[src/rtl/hwpe_stream_buffer_source_if.sv]
// HWPE-Stream handshake bundle: valid/ready/data/strb with source and sink views.
interface hwpe_stream_intf_stream #(
  parameter int unsigned DATA_WIDTH = 32
);
  localparam int unsigned STRB_WIDTH = DATA_WIDTH / 8;

  logic                  valid;
  logic                  ready;
  logic [DATA_WIDTH-1:0] data;
  logic [STRB_WIDTH-1:0] strb;

  modport source (output valid, output data, output strb, input ready);
  modport sink   (input valid, input data, input strb, output ready);
endinterface

[src/rtl/hwpe_stream_buffer_source.sv]
// Register buffer loaded through a write port, replayed len*repeat times as an
// HWPE-Stream source under start/len/repeat control.
module hwpe_stream_buffer_source #(
  parameter int unsigned DATA_WIDTH = 32,
  parameter int unsigned BUF_DEPTH  = 8,
  parameter int unsigned CNT_WIDTH  = 16,
  localparam int unsigned AW         = $clog2(BUF_DEPTH),
  localparam int unsigned STRB_WIDTH = DATA_WIDTH / 8
) (
  input  logic                  clk_i,
  input  logic                  rst_i,
  input  logic                  clear_i,
  input  logic                  wr_en_i,
  input  logic [AW-1:0]         wr_addr_i,
  input  logic [DATA_WIDTH-1:0] wr_data_i,
  input  logic [STRB_WIDTH-1:0] wr_strb_i,
  input  logic                  start_i,
  input  logic [AW:0]           len_i,
  input  logic [CNT_WIDTH-1:0]  repeat_i,
  output logic                  busy_o,
  output logic                  done_o,
  hwpe_stream_intf_stream.source stream_o
);

  typedef enum logic [1:0] {IDLE, RUN, DONE} state_t;

  state_t                           state_q;
  logic [DATA_WIDTH+STRB_WIDTH-1:0] mem_q [BUF_DEPTH];
  logic [AW-1:0]                    rd_ptr_q;
  logic [CNT_WIDTH-1:0]             rep_cnt_q;
  logic [AW:0]                      len_q;
  logic [CNT_WIDTH-1:0]             rep_q;

  logic valid;
  logic handshake;
  logic last_in_pass;
  logic last_pass;

  assign valid        = (state_q == RUN);
  assign handshake    = valid & stream_o.ready;
  assign last_in_pass = ({1'b0, rd_ptr_q} == (len_q - (AW+1)'(1)));
  assign last_pass    = (rep_cnt_q == (rep_q - CNT_WIDTH'(1)));

  // Outputs decode registered state only; the buffer is frozen outside IDLE,
  // so the presented beat stays stable across stalls.
  assign stream_o.valid = valid;
  assign stream_o.data  = valid ? mem_q[rd_ptr_q][DATA_WIDTH+STRB_WIDTH-1:STRB_WIDTH] : '0;
  assign stream_o.strb  = valid ? mem_q[rd_ptr_q][STRB_WIDTH-1:0] : '0;
  assign busy_o         = (state_q != IDLE);
  assign done_o         = (state_q == DONE);

  always_ff @(posedge clk_i) begin
    if (rst_i) begin
      state_q   <= IDLE;
      rd_ptr_q  <= '0;
      rep_cnt_q <= '0;
      len_q     <= '0;
      rep_q     <= '0;
      for (int unsigned i = 0; i < BUF_DEPTH; i++) begin
        mem_q[i] <= '0;
      end
    end else if (clear_i) begin
      state_q   <= IDLE;
      rd_ptr_q  <= '0;
      rep_cnt_q <= '0;
    end else begin
      case (state_q)
        IDLE: begin
          if (wr_en_i) begin
            mem_q[wr_addr_i] <= {wr_data_i, wr_strb_i};
          end
          if (start_i) begin
            len_q     <= len_i;
            rep_q     <= repeat_i;
            rd_ptr_q  <= '0;
            rep_cnt_q <= '0;
            state_q   <= ((len_i == '0) || (repeat_i == '0)) ? DONE : RUN;
          end
        end
        RUN: begin
          if (handshake) begin
            if (last_in_pass) begin
              rd_ptr_q  <= '0;
              rep_cnt_q <= rep_cnt_q + CNT_WIDTH'(1);
              if (last_pass) begin
                state_q <= DONE;
              end
            end else begin
              rd_ptr_q <= rd_ptr_q + AW'(1);
            end
          end
        end
        DONE: begin
          state_q <= IDLE;
        end
        default: begin
          state_q <= IDLE;
        end
      endcase
    end
  end

endmodule

[src/flat_wrapper.sv]
// flat-port wrapper written by rule: the top's interface ports become plain ports
module hwpe_stream_buffer_source_flat 
#(
  parameter int unsigned DATA_WIDTH = 32,
  parameter int unsigned BUF_DEPTH  = 8,
  parameter int unsigned CNT_WIDTH  = 16,
  localparam int unsigned AW         = $clog2(BUF_DEPTH),
  localparam int unsigned STRB_WIDTH = DATA_WIDTH / 8
)
  (clk_i, rst_i, clear_i, wr_en_i, wr_addr_i, wr_data_i, wr_strb_i, start_i, len_i, repeat_i, busy_o, done_o, stream_o_valid, stream_o_data, stream_o_strb, stream_o_ready);
  hwpe_stream_intf_stream #(.DATA_WIDTH(DATA_WIDTH)) stream_o_i ();
  input  logic clk_i;
  input  logic rst_i;
  input  logic clear_i;
  input  logic wr_en_i;
  input  logic [AW-1:0] wr_addr_i;
  input  logic [DATA_WIDTH-1:0] wr_data_i;
  input  logic [STRB_WIDTH-1:0] wr_strb_i;
  input  logic start_i;
  input  logic [AW:0] len_i;
  input  logic [CNT_WIDTH-1:0] repeat_i;
  output logic busy_o;
  output logic done_o;
  output wire logic [$bits(stream_o_i.valid)-1:0] stream_o_valid;
  output wire logic [$bits(stream_o_i.data)-1:0] stream_o_data;
  output wire logic [$bits(stream_o_i.strb)-1:0] stream_o_strb;
  input wire logic [$bits(stream_o_i.ready)-1:0] stream_o_ready;
  assign stream_o_valid = stream_o_i.valid;
  assign stream_o_data = stream_o_i.data;
  assign stream_o_strb = stream_o_i.strb;
  assign stream_o_i.ready = stream_o_ready;
  hwpe_stream_buffer_source #(.DATA_WIDTH(DATA_WIDTH), .BUF_DEPTH(BUF_DEPTH), .CNT_WIDTH(CNT_WIDTH)) u_core (.clk_i(clk_i), .rst_i(rst_i), .clear_i(clear_i), .wr_en_i(wr_en_i), .wr_addr_i(wr_addr_i), .wr_data_i(wr_data_i), .wr_strb_i(wr_strb_i), .start_i(start_i), .len_i(len_i), .repeat_i(repeat_i), .busy_o(busy_o), .done_o(done_o), .stream_o(stream_o_i));
endmodule
[config.mk]
export PLATFORM = sky130hd
export DESIGN_NAME = hwpe_stream_buffer_source_flat
export DESIGN_NICKNAME = d
export VERILOG_FILES = /design/src/rtl/hwpe_stream_buffer_source_if.sv /design/src/rtl/hwpe_stream_buffer_source.sv /design/src/flat_wrapper.sv
export SDC_FILE = /design/constraint.sdc
export NUM_CORES = 1
export LEC_CHECK = 0
export CAP_MARGIN = 10
export CORE_MARGIN = 2
export CORE_UTILIZATION = 30
export DETAILED_ROUTE_END_ITERATION = 16
export SYNTH_ARGS = -nofsm -noshare
export SYNTH_HDL_FRONTEND = slang
export SYNTH_SLANG_ARGS = --single-unit
[constraint.sdc]
create_clock -name clk_i -period 3.23 [get_ports clk_i]
set_input_delay 0.4845 -clock clk_i [delete_from_list [all_inputs] [get_ports clk_i]]
set_output_delay 0.4845 -clock clk_i [all_outputs]
set_load 0.02 [all_outputs]
==> run metrics <==
gr usage total=15.1%; MaxCap Viol Count=0; share of layout cells above drive strength 1=16.3%; boundary pin count=104; routability cong.=0.765; R2R depth=8; fin nets=1304; endpoints failing setup=0; Final Hold Vio Count=0; TritonRoute pass-1 iters=5; Hold Crit Start=u_core.rep_q[15]$_SDFFE_PP0P_; HP Class=flip-flop to flip-flop; maximum root-to-sink buffer count=3; Core Area=0.0504 mm²; clock net sink count=332; kind of critical path=flip-flop to output pin; cts hold-fix bufs=0; vias in the first global route=9679; antenna violations before repair=3; top-area cell type share of the netlist area=56.3%; num rows=82; die area=0.0530 mm²; RSZ-0062 raised after global routing=false; sequential element share of the synthesized area=62.1%; Post-synth EDFFs=288; Detail Route Antenna Nets=0; crit path DAT=2.68 ns; Root Driver=clkbuf_16; crit-path max FO=12; Yosys warnings=0; HPWL Detailed=23.2 mm; non-filler instance count after layout=1936; largest area contributor in the netlist=edfxtp_1; buffers and inverters on the worst path=2; worst-skew pair later-pin latency=0.56 ns; slowest stage delay, CP=0.58 ns; synthesized net count=1171; Final TNS setup=0 ns; # port buffers=103; fill cell count=4711; Cells after Synth=1102; Slowest-stage cell, CP=clkdlybuf4s50_1; asr flop ratio synth=0%; WL per Instance=20.5 µm; hold path depth=2; Main synth FF type=edfxtp_1; largest net degree at the start of global routing=73; first-pass GRT wire length=60.1 mm; synthesized area=0.0154 mm²; Worst R2R Setup Slack=0.55 ns; Data required, critical path=2.75 ns; Die Wd=230 µm; CTS H-Tree Depth=2; Max IR drop VDD=0.268 mV; Iter 0 DRT Violations=568; fin. max-slew vios=0; DR vias=9330; PD cells=504 mW/mm²; Max Clk Rate=316 MHz; R2R Path End=u_core.rep_cnt_q[13]$_SDFFE_PP0P_; Post-Route WL=39.7 mm; most frequent cells in the layout=and2_1, edfxtp_1, clkdlybuf4s50_1, mux4_2, nor2_1; leakage=6.78 nW; hold path endpoint=u_core.rep_q[15]$_SDFFE_PP0P_; synth unique cells=55; commonest non-fill, non-tap cell in the layout=and2_1; crit share post-route=97.9%; min cycle time layout=3.16 ns; crit end category=output pin; GR Overflow Total=0; r2r startpoint=u_core.len_q[0]$_SDFFE_PP0P_; CTS tree=yes; pre-CTS setup slack=0.396 ns; Clock transition at path regs=0.06 ns; Synth Register Bits=332; Die Span Y=230 µm; Slew headroom=56.4%; initial core utilization=30.5%; synth top area cells=edfxtp_1, and2_1, mux4_2; Tightest Pin Transition=0.649 ns; DRC violations left=0; placed cells=1855; clk_skew=0.0137 ns; worst-path cell chain=buf_12 -> mux4_2 -> mux2i_2 -> nor2_1 -> clkdlybuf4s50_1; Layout area overhead=23.1%; synthesized area per cell=13.9 µm²; slack of the critical path=0.0677 ns; drt via density=4.82; delay-heaviest family, CP=buffers and inverters; TritonCTS Buffers=38; status=finished clean; crit start category=flip-flop
==> what timing repair did <==
| action | CTS | global route |
|---|---|---|
| setup endpoints to repair | 24 | 15 |
| gates resized for setup | 12 | 6 |
| cloned | 1 | 1 |
| setup buffers | 6 | 4 |
==> cells in the mapped netlist (2+ instances only) <==
cell type	n
and2_1	289
nand3b_1	4
o211ai_1	9
clkbuf_1	49
o21ai_1	2
dfxtp_1	44
nor3_1	11
nand2_1	53
mux4_2	72
and3_1	3
nand3_1	4
mux2i_1	37
nand2b_1	11
a21oi_1	29
inv_1	14
nand4_1	8
and4_1	3
buf_1	12
xnor2_1	15
o31ai_1	3
a31oi_1	2
nor4_1	5
or4_1	4
edfxtp_1	288
o21a_1	2
or2_2	10
o2111ai_1	2
a211oi_1	2
xor2_1	16
nor2_1	64
nor2b_1	5
ha_1	4
nand4b_1	3
o21ai_0	2
==> metal layers <==
layer / track usage, % / vias up / wire [µm]
met3: 2.39 / 47 / 1770
met4: 4.35 / 4 / 708
met5: 0 / - / 23
met1: 19.2 / 4765 / 17200
li1: - / 4300 / -
met2: 26.4 / 214 / 20000
==> registers in the layout, summed over array words and instances (netlist names), named ones only <==
signal            cells
u_core.len_q          4
u_core.mem_q        288
u_core.rd_ptr_q       3
u_core.rep_cnt_q     16
u_core.rep_q         16
u_core.state_q        2
==> worst max-delay path by stage <==
stage	cells past startpoint	end
after global placement	5	stream_o_data[29]
final	5	stream_o_data[29]
after global routing	6	stream_o_data[13]
after floorplan	8	u_core.rep_cnt_q[13]$_SDFFE_PP0P_
after CTS	5	stream_o_strb[3]
after detailed placement	5	stream_o_data[29]
==> cells by family (layout without fill, tap and decap cells) <==
family,Yosys count,count (layout),synth area share (%)
simple gates,481,481,17.8
flops,332,332,62.1
mux,110,110,13.0
buf+inv,76,237,1.87
compound gates,68,68,3.12
xor+xnor,31,31,1.77
fa+ha+maj,4,4,0.326
other cells,0,1,0
==> metrics by stage <==
| step | instance area (µm²) | utilization, % | power, W | hold WS, ns |
|---|---|---|---|---|
| final | 18900 | 37.5 | 0.00952 | 0.484 |
| after global routing | 18900 | 37.5 | 0.00984 | 0.497 |
| after floorplan | 15400 | - | 0.00518 | 0.448 |
| after CTS | 18800 | 37.3 | 0.00963 | 0.485 |
| after detailed placement | 17500 | 34.8 | 0.00550 | 0.477 |
| after global placement | 17500 | 34.8 | 0.00548 | 0.474 |
==> report_power, final <==
part	switching [W]	internal, W
logic	0.000335	0.000255
clock network	0.00173	0.00238
registers	0.0000448	0.00477
==> layout make-up <==
| type | count | area [µm²] | share of cell area (%) |
|---|---|---|---|
| inverters | 14 | 52.6 | 0.278 |
| clock buffers | 47 | 1010 | 5.32 |
| diodes | 1 | 2.50 | 0.0132 |
| clock inverters | 21 | 163 | 0.861 |
| flip-flops and latches | 332 | 9540 | 50.5 |
| repair buffers | 155 | 1710 | 9.05 |
| multi-input cells | 694 | 5590 | 29.6 |
| well taps | 672 | 841 | 4.45 |
==> worst reg2reg max path, stage by stage, from the launching register on <==
cell	delay [ns]
dfxtp_1	0.39
inv_1	0.09
ha_1	0.22
xor2_1	0.16
or3b_4	0.39
a221oi_4	0.43
o21ai_2	0.15
or4_1	0.44
mux2_1	0.32
Note: power is estimated with default switching activity, not from simulation.
